[src/rtl/avalon_pio_pkg.sv]
// Shared constants for the Avalon-MM debounced PIO peripheral.
// Holds the register word addresses, the CONFIG field layout, the channel
// width limit and a helper that packs the CONFIG word.
package avalon_pio_pkg;

    localparam int MAX_WIDTH = 32;

    localparam logic [2:0] ADDR_DATA     = 3'd0;
    localparam logic [2:0] ADDR_OUT      = 3'd1;
    localparam logic [2:0] ADDR_OUT_SET  = 3'd2;
    localparam logic [2:0] ADDR_OUT_CLR  = 3'd3;
    localparam logic [2:0] ADDR_IRQ_MASK = 3'd4;
    localparam logic [2:0] ADDR_EDGE_CAP = 3'd5;
    localparam logic [2:0] ADDR_EDGE_SEL = 3'd6;
    localparam logic [2:0] ADDR_CONFIG   = 3'd7;

    // CONFIG word: [5:0] input width, [13:8] output width, rest zero.
    localparam int CFG_IN_LSB  = 0;
    localparam int CFG_OUT_LSB = 8;
    localparam int CFG_FIELD_W = 6;

    function automatic logic [31:0] cfg_word(input int in_w, input int out_w);
        logic [31:0] w;
        w = 32'd0;
        w[CFG_IN_LSB  +: CFG_FIELD_W] = in_w[CFG_FIELD_W-1:0];
        w[CFG_OUT_LSB +: CFG_FIELD_W] = out_w[CFG_FIELD_W-1:0];
        return w;
    endfunction

endpackage

[src/rtl/pio_debounce_channel.sv]
// One input channel: two-flop synchroniser followed by a debouncer.
// The debounced value only follows the synchronised pin after it has
// disagreed with the current debounced value for DEBOUNCE_CYCLES
// consecutive cycles; any shorter excursion restarts the count.
// Ports:
//   clk    - clock
//   rst_n  - asynchronous active-low reset
//   pin    - raw asynchronous input
//   stable - debounced output (registered)
module pio_debounce_channel #(
    parameter int   DEBOUNCE_CYCLES = 50000,
    parameter logic IDLE            = 1'b1
) (
    input  logic clk,
    input  logic rst_n,
    input  logic pin,
    output logic stable
);

    localparam int             CW       = $clog2(DEBOUNCE_CYCLES + 1);
    // The mismatch cycle that reaches CNT_LAST is the DEBOUNCE_CYCLES-th one.
    localparam logic [CW-1:0]  CNT_LAST = CW'(DEBOUNCE_CYCLES - 1);

    logic          sync1_r;
    logic          sync2_r;
    logic          stable_r;
    logic [CW-1:0] cnt_r;

    // Synchroniser, mismatch counter and debounced state.
    always_ff @(posedge clk or negedge rst_n) begin
        if (!rst_n) begin
            sync1_r  <= IDLE;
            sync2_r  <= IDLE;
            stable_r <= IDLE;
            cnt_r    <= '0;
        end else begin
            sync1_r <= pin;
            sync2_r <= sync1_r;
            if (sync2_r == stable_r) begin
                cnt_r <= '0;
            end else if (cnt_r == CNT_LAST) begin
                stable_r <= sync2_r;
                cnt_r    <= '0;
            end else begin
                cnt_r <= cnt_r + {{(CW-1){1'b0}}, 1'b1};
            end
        end
    end

    assign stable = stable_r;

endmodule

[src/rtl/avalon_pio_debounce.sv]
// Avalon-MM PIO slave with debounced inputs, edge capture and interrupt.
// Ports:
//   clk_clk, reset_reset_n         - clock, asynchronous active-low reset
//   avs_address/read/write/...     - Avalon-MM slave, fixed read latency 1
//   irq                            - registered level interrupt
//   button_export                  - raw asynchronous inputs
//   led_export                     - output register contents
module avalon_pio_debounce
    import avalon_pio_pkg::*;
#(
    parameter int                  IN_WIDTH        = 2,
    parameter int                  OUT_WIDTH       = 10,
    parameter int                  DEBOUNCE_CYCLES = 50000,
    parameter logic [IN_WIDTH-1:0] IN_IDLE         = '1,
    parameter logic [OUT_WIDTH-1:0] OUT_RESET      = '0
) (
    input  logic                 clk_clk,
    input  logic                 reset_reset_n,
    input  logic [2:0]           avs_address,
    input  logic                 avs_read,
    input  logic                 avs_write,
    input  logic [31:0]          avs_writedata,
    output logic [31:0]          avs_readdata,
    output logic                 irq,
    input  logic [IN_WIDTH-1:0]  button_export,
    output logic [OUT_WIDTH-1:0] led_export
);

    localparam logic [31:0] CONFIG_WORD = cfg_word(IN_WIDTH, OUT_WIDTH);

    logic [IN_WIDTH-1:0]  stable_s;
    logic [IN_WIDTH-1:0]  stable_d_r;
    logic [IN_WIDTH-1:0]  hit_s;
    logic [IN_WIDTH-1:0]  cap_clr_s;
    logic [IN_WIDTH-1:0]  cap_r;
    logic [IN_WIDTH-1:0]  mask_r;
    logic [IN_WIDTH-1:0]  sel_r;
    logic [OUT_WIDTH-1:0] out_r;
    logic [31:0]          rd_s;
    logic [31:0]          rd_r;
    logic                 irq_r;
    logic                 unused_wdata_s;

    // Upper write-data bits beyond the channel widths are ignored.
    assign unused_wdata_s = ^avs_writedata;

    for (genvar g = 0; g < IN_WIDTH; g++) begin : g_ch
        pio_debounce_channel #(
            .DEBOUNCE_CYCLES (DEBOUNCE_CYCLES),
            .IDLE            (IN_IDLE[g])
        ) u_ch (
            .clk    (clk_clk),
            .rst_n  (reset_reset_n),
            .pin    (button_export[g]),
            .stable (stable_s[g])
        );
    end

    // Selected-direction edge on the debounced inputs; stable_d_r resets to
    // the idle level so reset release alone never looks like an edge.
    always_comb begin
        hit_s = (sel_r & stable_s & ~stable_d_r) | (~sel_r & ~stable_s & stable_d_r);
    end

    // Write-1-clear request for EDGE_CAP.
    always_comb begin
        if (avs_write && (avs_address == ADDR_EDGE_CAP)) begin
            cap_clr_s = avs_writedata[IN_WIDTH-1:0];
        end else begin
            cap_clr_s = '0;
        end
    end

    // Register file, edge capture (set beats clear) and interrupt.
    always_ff @(posedge clk_clk or negedge reset_reset_n) begin
        if (!reset_reset_n) begin
            stable_d_r <= IN_IDLE;
            cap_r      <= '0;
            mask_r     <= '0;
            sel_r      <= '0;
            out_r      <= OUT_RESET;
            irq_r      <= 1'b0;
        end else begin
            stable_d_r <= stable_s;
            cap_r      <= (cap_r & ~cap_clr_s) | hit_s;
            irq_r      <= |(cap_r & mask_r);
            if (avs_write) begin
                case (avs_address)
                    ADDR_OUT:      out_r  <= avs_writedata[OUT_WIDTH-1:0];
                    ADDR_OUT_SET:  out_r  <= out_r | avs_writedata[OUT_WIDTH-1:0];
                    ADDR_OUT_CLR:  out_r  <= out_r & ~avs_writedata[OUT_WIDTH-1:0];
                    ADDR_IRQ_MASK: mask_r <= avs_writedata[IN_WIDTH-1:0];
                    ADDR_EDGE_SEL: sel_r  <= avs_writedata[IN_WIDTH-1:0];
                    default:       out_r  <= out_r;
                endcase
            end else begin
                out_r <= out_r;
            end
        end
    end

    // Read mux over the current (pre-write) register values.
    always_comb begin
        rd_s = 32'd0;
        case (avs_address)
            ADDR_DATA:     rd_s[IN_WIDTH-1:0]  = stable_s;
            ADDR_OUT,
            ADDR_OUT_SET,
            ADDR_OUT_CLR:  rd_s[OUT_WIDTH-1:0] = out_r;
            ADDR_IRQ_MASK: rd_s[IN_WIDTH-1:0]  = mask_r;
            ADDR_EDGE_CAP: rd_s[IN_WIDTH-1:0]  = cap_r;
            ADDR_EDGE_SEL: rd_s[IN_WIDTH-1:0]  = sel_r;
            ADDR_CONFIG:   rd_s                = CONFIG_WORD;
            default:       rd_s                = 32'd0;
        endcase
    end

    // Read data register: one-cycle read latency, zero when idle.
    always_ff @(posedge clk_clk or negedge reset_reset_n) begin
        if (!reset_reset_n) begin
            rd_r <= 32'd0;
        end else if (avs_read) begin
            rd_r <= rd_s;
        end else begin
            rd_r <= 32'd0;
        end
    end

    assign avs_readdata = rd_r;
    assign irq          = irq_r;
    assign led_export   = out_r;

endmodule

[config.mk]
export PLATFORM = sky130hd
export DESIGN_NAME = avalon_pio_debounce
export DESIGN_NICKNAME = d
export VERILOG_FILES = /design/src/rtl/avalon_pio_pkg.sv /design/src/rtl/pio_debounce_channel.sv /design/src/rtl/avalon_pio_debounce.sv
export SDC_FILE = /design/constraint.sdc
export NUM_CORES = 1
export LEC_CHECK = 0
export ABC_CLOCK_PERIOD_IN_PS = 1600
export CORE_MARGIN = 4
export CORE_UTILIZATION = 44
export CTS_CLUSTER_SIZE = 12
export DETAILED_ROUTE_END_ITERATION = 10
export GPL_TIMING_DRIVEN = 0
export PLACE_DENSITY_LB_ADDON = 0.05
export SLEW_MARGIN = 10
export SYNTH_ARGS = -nofsm -noshare
export SYNTH_HDL_FRONTEND = slang
export SYNTH_SLANG_ARGS = --single-unit
[constraint.sdc]
create_clock -name clk_clk -period 1.6 [get_ports clk_clk]
set_input_delay 0.32 -clock clk_clk [delete_from_list [all_inputs] [get_ports clk_clk]]
set_output_delay 0.32 -clock clk_clk [all_outputs]
set_load 0.01 [all_outputs]
* Yosys cells after proc, flatten, opt, wreduce, memory -nomap -nowiden *
Index checks and enable logic that the tools add are counted.

storage, ports and cells
  register bits after elaboration = 89
  latch bits = 0
  bits in writable memories = 0
  ROM bits = 0
  bits of input ports = 41
  word-level logic and storage cells = 65
  memories kept = 0

cells by class
  add/subtract/negate cells = 2
  multiply operators = 0
  div/mod/pow operators = 0
  $lt $le $gt $ge = 0
  equal/unequal tests = 11
  shift operators = 0
  multiplexer cells = 10
  bitwise logic cells = 17
  reduce and logical (&&, ||, !) cells = 10

operators with widths
  kind                   count
  $mux 16                4
  $add 16x1->16 const B  2
  $eq 16x16->1 const B   2
  $mux 32                1
  $pmux 10 s3            1
  $pmux 8 s2             1
  $and 2x2->2            6
  $eq 3x3->1 const B     4
  $pmux 2 s6             1
  $and 10x10->10         1
  $not 10->10            1
  $or 10x10->10          1
  $reduce_and 2->1       5
  $not 2->2              4
  $eq 3x2->1 const B     2
  $mux 2                 2
  $or 2x2->2             2
  $eq 3x1->1 const B     1
  $logic_not 3->1        1
  $reduce_bool 3->1      1
  $reduce_or 3->1        1
  $eq 1x1->1             2
  $not 1->1              2
  $reduce_or 2->1        1
  $logic_and 1x1->1      1

* Depth between registers and ports, before layout *
Gate-level depths: netlist of the first run.

  depth after elaboration = 6
  mapped depth = 6
  depth with buffers taken out = 5

* Modules after synthesis *
A second synthesis of the first run with hierarchy kept.

unflattened totals
  cell total of the unflattened synthesis = 304
  area, all modules = 3293.2 µm²

modules (own cells, without submodules)
  module                instances  cells an instance  area an instance (µm²)  seq. area each (µm²)
  pio_debounce_channel  2          84                 899.6                   479.2
  avalon_pio_debounce   1          136                1493.9                  753.2

* Worst setup path after synthesis of the first run *
Ideal clock, no wire load.

  kind = register to register
  from = register g_ch[0].u_ch.cnt_r[13]
  to = register g_ch[0].u_ch.cnt_r[12]
  library setup time = 0.119 ns
  arrival time = 1.665 ns
  setup slack = -0.184 ns
  stages on the path, launching flop included = 5
  cell sequence = dfrtp_1 > or4b_4 > o41ai_4 > buf_6 > nor2_1

between the ends
  longest elaborated chain between the ends = 3

ends and longest elaborated chain
  what                      RTL line                    source
  start: declaration        pio_debounce_channel.sv:27  logic [CW-1:0] cnt_r;
  start signal: assignment  pio_debounce_channel.sv:45  cnt_r <= cnt_r + {{(CW-1){1'b0}}, 1'b1};
  $eq 16x16->1              pio_debounce_channel.sv:41  end else if (cnt_r == CNT_LAST) begin
  $mux 16                   pio_debounce_channel.sv:41
  $mux 16                   pio_debounce_channel.sv:39  if (sync2_r == stable_r) begin

Every way passes these cells.
A chain may end at the register's enable or synchronous reset.

* Final worst setup path of the first run *
  from = register g_ch[0].u_ch.cnt_r[13]
  to = register g_ch[0].u_ch.cnt_r[11]

Same word-level chain as after synthesis.

==> results.py, run 1 <==
metrics = {
    "status": {
        "status": "finished with violations",
        "violations": "negative setup slack",
    },
    "floorplanning": {
        "die_height_um": 93.26,
        "io_pins": 84,
        "rows": 30,
        "coreArea_um2": 6944,
        "die-area_um2": 8697,
        "initial_core_util_pct": 46.05,
        "die_w_um": 93.26,
    },
    "yosys": {
        "ys_types": 40,
        "synth_top_area_share_pct": 46.95,
        "ys_ff_latch": 68,
        "synthCells": 305,
        "yosysSeqAreaShare_pct": 53.52,
        "synth_edf_count": 0,
        "synthTopCellsByArea": "dfrtp_1 47%, xnor2_1 6.8%, dfstp_2 6.6%, nor2_1 6.3%, buf_4 4.9%",
        "synth_ff_type": "dfrtp_1",
        "yosysTopAreaCell": "dfrtp_1",
        "synth.most_common_cell": "dfrtp_1",
        "synth_common_cells": "60 x dfrtp_1, 54 x nor2_1, 25 x xnor2_1",
        "syn_avg_cell_area_um2": 10.49,
        "async_flop_share_pct": 100.0,
        "ys.warnings.count": 0,
        "synth_area_um2": 3198,
    },
    "clock_network": {
        "clk_latency_ns": 0.34,
        "clkSinkCount": 68,
        "cts_tree": "built",
        "cts_buffers": 9,
        "cts_htree_levels": 3,
        "clockBufferDepth": 2,
        "clk_pin_slew_worst_paths_ns": 0.07,
        "cts_root_buf": "clkbuf_8",
    },
    "timing": {
        "slew_viol_final": 0,
        "grt_setup_unrepaired": "yes",
        "max_freq_mhz": 606.0,
        "hold_ws_ns": 0.3557,
        "worst_slew_pin_slew_ns": 0.4979,
        "setup_viol": 15,
        "fin_crit_ns": 1.650,
        "worst_clock_skew_ns": 0.006444,
        "hold_viol_final": 0,
        "period_share_pct": 103.1,
        "setup_ws_ns": -0.05021,
        "slew_headroom_pct": 66.69,
    },
    "layout": {
        "nNetsFinal": 435,
        "fin_cells": 493,
        "fin_area_um2": 4245,
        "diodes": 0,
        "drive_above_1_share_pct": 24.18,
        "area_growth_pct": 32.75,
        "fin_util_pct": 61.14,
    },
    "critical_path": {
        "crit_required_ns": 1.82,
        "crit_end": "g_ch[0].u_ch.cnt_r[11]",
        "arrival_ns": 1.87,
        "ff2ff_path_depth": 5,
        "cp-end-kind": "flop",
        "critical_path_class": "flop to flop",
        "cp-start-kind": "flop",
        "r2r-start": "g_ch[0].u_ch.cnt_r[13]",
        "rrSetupSlack_ns": -0.05,
        "critPathLaunch": "g_ch[0].u_ch.cnt_r[13]",
        "worstPathMaxFanout": 5,
        "worstReg2RegEnd": "g_ch[0].u_ch.cnt_r[11]",
    },
    "routing": {
        "drt_iter0_drc": 78,
        "via_per_inst": 5.079,
        "vias": 2504,
        "first_pass_iters": 5,
        "finalWirelength_um": 6728,
        "drc": 0,
        "wl_per_cell_um": 13.65,
        "antenna_left": 0,
    },
    "place": {
        "hpwlAfterDp_um": 4427,
        "port_buffers": 40,
        "dp_slack_ns": -0.6419,
        "dp.cells": 462,
        "gp_congestion": 0.8366,
        "postPlaceCellArea_um2": 3825,
    },
    "grt": {
        "grt_pass1_wl_um": 11230,
        "antenna_found_initial": 0,
        "grt_max_degree": 45,
        "grt_usage_pct": 16.47,
        "grt_pass1_vias": 2420,
        "grt_overflow": 0,
    },
    "job": {
        "cap_violations": 0,
    },
    "power_and_ir_drop": {
        "ir_worst_vdd_uv": 629.5,
        "p_leak_uw": 0.001823,
        "powerDensity_nw_per_um2": 838.7,
    },
    "worst_hold_path": {
        "min_path_type": "flop to flop",
    },
}
[cell usage in the layout (no fill, tap or decap), types with 2 or more instances in the layout]
| master | count |
|---|---|
| xnor2_1 | 25 |
| nand3_1 | 11 |
| inv_1 | 8 |
| dfrtp_2 | 3 |
| nor4_1 | 5 |
| nand2_1 | 8 |
| nand4b_1 | 3 |
| clkbuf_8 | 10 |
| xor2_1 | 5 |
| mux2_2 | 6 |
| o21ai_0 | 2 |
| nand4_1 | 11 |
| nor2_1 | 48 |
| conb_1 | 21 |
| o41ai_1 | 2 |
| dfstp_2 | 8 |
| nor3b_4 | 2 |
| buf_4 | 38 |
| clkinvlp_4 | 2 |
| clkbuf_2 | 3 |
| clkinv_2 | 2 |
| nor4_2 | 4 |
| nor2_2 | 3 |
| clkbuf_1 | 2 |
| clkdlybuf4s50_1 | 29 |
| nor2_4 | 3 |
| dfrtp_1 | 57 |
| and2_1 | 7 |
| nor3_1 | 8 |
| a221o_1 | 2 |
| and3_1 | 3 |
| dlygate4sd2_1 | 10 |
| a211oi_1 | 10 |
| a21oi_1 | 12 |
[report_power, final]
part	switching [µW]	internal (µW)	leakage [µW]
Sequential	67.0	1800	0.000892
Clock	635	600	0.0000824
Combinational	222	235	0.000849
Total	924	2640	0.00182
[worst min-delay path by stage]
stage | start | endpoint | slack (ns) | depth (start not counted)
5_1_grt | g_ch[0].u_ch.sync1_r | g_ch[0].u_ch.sync2_r | 0.35 | 0
2_1_floorplan | reset_reset_n | avs_readdata[0] | 0.02 | 0
4_1_cts | g_ch[0].u_ch.sync1_r | g_ch[0].u_ch.sync2_r | 0.36 | 0
3_3_place_gp | g_ch[1].u_ch.sync1_r | g_ch[1].u_ch.sync2_r | 0.35 | 0
3_5_place_dp | reset_reset_n | g_ch[0].u_ch.cnt_r[4] | 0.25 | 1
6_report | g_ch[0].u_ch.sync1_r | g_ch[0].u_ch.sync2_r | 0.36 | 0
[per-stage QoR]
step	TNS [ns]	total power, µW
floorplan	-0.5226	2108
global placement	-154.02	2314
detailed placement	-18.55	2330
CTS	-2.625	3592
global route	-1.853	3769
finish	-0.5419	3560
[flip-flops by register name (all words and copies together), names as in the netlist]
name and count:
g_ch.u_ch.cnt_r 32, avs_readdata 11, led_export 10, cap_r 2
g_ch.u_ch.stable 2, g_ch.u_ch.sync1_r 2, g_ch.u_ch.sync2_r 2, mask_r 2
sel_r 2, stable_d_r 2, irq 1
[worst max-delay path: stages (launching register included)]
cell     delay [ns]
dfrtp_1        0.40
or4b_4         0.55
o41ai_4        0.23
buf_4          0.19
buf_6          0.12
nor2_1         0.05
[cell families after synthesis]
family | after synthesis | synth area share [%]
adder cells (fa/ha/maj) | 2 | 0.7823
buffers and inverters | 37 | 7.081
XOR/XNOR | 30 | 8.216
other | 1 | 0.1173
AO/OA/AOI/OAI | 33 | 7.591
flip-flops | 68 | 53.52
multiplexers | 7 | 2.426
AND/OR/NAND/NOR | 127 | 20.27
[what timing repair did]
| action | in CTS | in global routing |
|---|---|---|
| cloned | 1 | 0 |
| hold endpoints to repair | 18 | 0 |
| hold buffers | 1 | 0 |
| resized for setup | 20 | 28 |
| pin swaps | 5 | 8 |
| buffers inserted | 10 | 6 |
| endpoints found under the setup margin | 62 | 48 |
[area by class of cell]
class	instances	area (µm²)
inverters	8	30.03
clock inverters	4	25.02
clock buffers	12	145.1
plain buffers	26	191.4
flip-flops and latches	68	1715
multi-input cells	220	1448
repair buffers	59	570.5
well taps	96	120.1
fillers	596	2699
[metal layers]
| layer | share of wire (%) | track usage [%] | wire length [µm] | vias up |
|---|---|---|---|---|
| met4 | 2.3 | 7.448 | 152 | 0 |
| met2 | 48 | 26.21 | 3226 | 72 |
| li1 | - | - | - | 1204 |
| met3 | 6.9 | 6.436 | 467 | 14 |
| met1 | 43 | 19.63 | 2881 | 1214 |
| met5 | 0 | 0 | 0 | - |
Power figures use the tool's default switching activity.
==> inputs of run 2 (changes only) <==
--- a/config.mk
+++ b/config.mk
@@ -7,7 +7,8 @@
 export LEC_CHECK = 0
 export ABC_CLOCK_PERIOD_IN_PS = 1600
 export CORE_MARGIN = 4
-export CORE_UTILIZATION = 44
+export CORE_UTILIZATION = 45
+export CTS_BUF_LIST = sky130_fd_sc_hd__clkbuf_2 sky130_fd_sc_hd__clkbuf_4 sky130_fd_sc_hd__clkbuf_8
 export CTS_CLUSTER_SIZE = 12
 export DETAILED_ROUTE_END_ITERATION = 10
 export GPL_TIMING_DRIVEN = 0
==> results.py, run 2 (same netlist as run 1, synthesis figures left out) <==
metrics = {
    "status": {
        "status": "finished with violations",
        "violations": "negative setup slack",
    },
    "grt": {
        "grt_max_degree": 45,
        "grt_pass1_wl_um": 11120,
        "grt_overflow": 0,
        "grt_pass1_vias": 2348,
        "antenna_found_initial": 0,
        "grt_usage_pct": 16.35,
    },
    "clock_network": {
        "clk_pin_slew_worst_paths_ns": 0.07,
        "cts_buffers": 9,
        "clk_latency_ns": 0.33,
        "clockBufferDepth": 2,
        "cts_root_buf": "clkbuf_8",
        "cts_htree_levels": 3,
        "clkSinkCount": 68,
        "cts_tree": "built",
    },
    "timing": {
        "max_freq_mhz": 604.5,
        "setup_ws_ns": -0.05425,
        "setup_viol": 17,
        "fin_crit_ns": 1.654,
        "slew_viol_final": 0,
        "worst_slew_pin_slew_ns": 0.4983,
        "slew_headroom_pct": 66.64,
        "hold_ws_ns": 0.3514,
        "period_share_pct": 103.4,
        "setup_tns_ns": -0.2668,
        "worst_clock_skew_ns": 0.006539,
        "grt_setup_unrepaired": "yes",
        "hold_viol_final": 0,
    },
    "layout": {
        "area_growth_pct": 35.09,
        "register_area_um2": 1714,
        "mostFrequentLayoutCells": "58 x dfrtp_1, 46 x nor2_1, 37 x buf_4",
        "largest_register_ffs": 32,
        "diodes": 0,
        "regMostFlops": "g_ch.u_ch.cnt_r",
        "final_common_cell": "dfrtp_1",
        "multi_input_area_um2": 1448,
        "drive_above_1_share_pct": 24.81,
        "fin_util_pct": 63.24,
        "num-fill-cells": 572,
        "nNetsFinal": 433,
    },
    "floorplanning": {
        "die_w_um": 92.30,
        "initial_core_util_pct": 46.81,
        "coreArea_um2": 6832,
        "die_height_um": 92.30,
        "io_pins": 84,
        "die-area_um2": 8519,
        "rows": 30,
    },
    "worst_hold_path": {
        "min_path_type": "flop to flop",
        "hold_start": "g_ch[0].u_ch.sync1_r",
        "min_path_cells": 0,
        "min_to": "g_ch[0].u_ch.sync2_r",
    },
    "critical_path": {
        "cpMaxStageDelayCell": "or4b_4",
        "cp_num_buf_inv": 1,
        "crit_required_ns": 1.87,
        "rrSetupSlack_ns": -0.05,
        "cp-start-kind": "flop",
        "worstPathMaxFanout": 4,
        "cp_cell_sequence": "or4b_4, buf_4, nor4_4, mux2_4",
        "ff2ff_path_depth": 4,
        "critical_path_class": "flop to flop",
        "cp-end-kind": "flop",
        "arrival_ns": 1.92,
        "r2r-start": "g_ch[0].u_ch.cnt_r[6]",
        "max_stage_delay_ns": 0.51,
        "worstReg2RegEnd": "g_ch[0].u_ch.stable",
        "cp_top_family": "simple AND/OR/NAND/NOR gates",
    },
    "routing": {
        "drt_iter0_drc": 143,
        "via_per_inst": 4.872,
        "wl_per_cell_um": 13.29,
        "antenna_left": 0,
        "first_pass_iters": 4,
        "vias": 2392,
        "drc": 0,
        "finalWirelength_um": 6524,
    },
    "power_and_ir_drop": {
        "switchingPower_uw": 924.9,
        "p_seq_share_pct": 44.7,
        "p_leak_uw": 0.001894,
        "pwr-share-comb_pct": 10.4,
        "switching_share_pct": 22.09,
        "clockPowerShare_pct": 44.9,
        "p_total_uw": 4186,
        "p_int_uw": 3261,
        "ir_worst_vdd_uv": 559.6,
        "powerDensity_nw_per_um2": 968.9,
    },
    "place": {
        "port_buffers": 40,
        "dp_slack_ns": -0.6124,
        "hpwlAfterDp_um": 4450,
        "gp_congestion": 0.8345,
    },
    "job": {
        "cap_violations": 0,
    },
}
run 2: cell count changes in the layout (fill, tap and decap cells not counted), moves of 2 or more:
| cell | before | now |
|---|---|---|
| dlymetal6s2s_1 | 0 | 2 |
| clkinv_2 | 2 | 0 |
| nor2_2 | 3 | 7 |
| nor2_4 | 3 | 1 |
| bufinv_16 | 0 | 4 |
| nor2_1 | 48 | 46 |
| clkbuf_1 | 2 | 0 |
| clkdlybuf4s50_1 | 29 | 27 |
run 2: per-layer routing:
| metal | global-route usage (%) | share of wire [%] | up-vias |
|---|---|---|---|
| li1 | - | - | 1198 |
| met1 | 20.34 | 44 | 1127 |
| met2 | 26.22 | 48 | 62 |
| met3 | 6.824 | 7.4 | 5 |
| met4 | 4.455 | 1.0 | 0 |
| met5 | 0 | 0 | - |
run 2: worst max-delay path by stage:
| stage | from | endpoint | slack, ns | depth (start not counted) |
|---|---|---|---|---|
| after floorplan | g_ch[0].u_ch.cnt_r[13] | g_ch[0].u_ch.cnt_r[12] | -0.05 | 4 |
| after global placement | reset_reset_n | led_export[4] | -2.06 | 1 |
| after detailed placement | avs_address[2] | avs_readdata[5] | -0.61 | 4 |
| after CTS | g_ch[0].u_ch.cnt_r[11] | g_ch[0].u_ch.cnt_r[12] | -0.18 | 4 |
| after global routing | g_ch[0].u_ch.cnt_r[7] | g_ch[0].u_ch.stable | -0.11 | 5 |
| final | g_ch[0].u_ch.cnt_r[6] | g_ch[0].u_ch.stable | -0.05 | 4 |
run 2: area by class of cell:
cell class	count	share of cell area, %
Multi-Input combinational cell	220	33.51
Inverter	8	0.6950
Sequential cell	68	39.68
Tap cell	96	2.780
Clock inverter	6	3.128
Clock buffer	10	3.186
Timing Repair Buffer	57	12.51
Buffer	26	4.518
run 2: through the flow:
stage | std cells | instance area [µm²]
2_1_floorplan | 325 | 3279
3_3_place_gp | 461 | 3800
3_5_place_dp | 462 | 3825
4_1_cts | 488 | 4203
5_1_grt | 491 | 4320
6_report | 491 | 4320
run 2: repair_timing:
item                                    4_1_cts  5_1_grt
gates cloned                                  1        0
hold endpoints to repair                     19        0
gates resized for setup                      19       29
endpoints found under the setup margin       62       53
hold buffers                                  1        0
pin swaps                                    18        6
buffers inserted                             10        4
run 2: power groups by stage:
stage                     sequential, µW  combinational, µW  clock [µW]
final                               1870                437        1880
after global routing                1880                489        2020
after CTS                           1870                431        1930
after detailed placement            1900                431           0
after global placement              1900                416           0
after floorplan                     1900                203           0
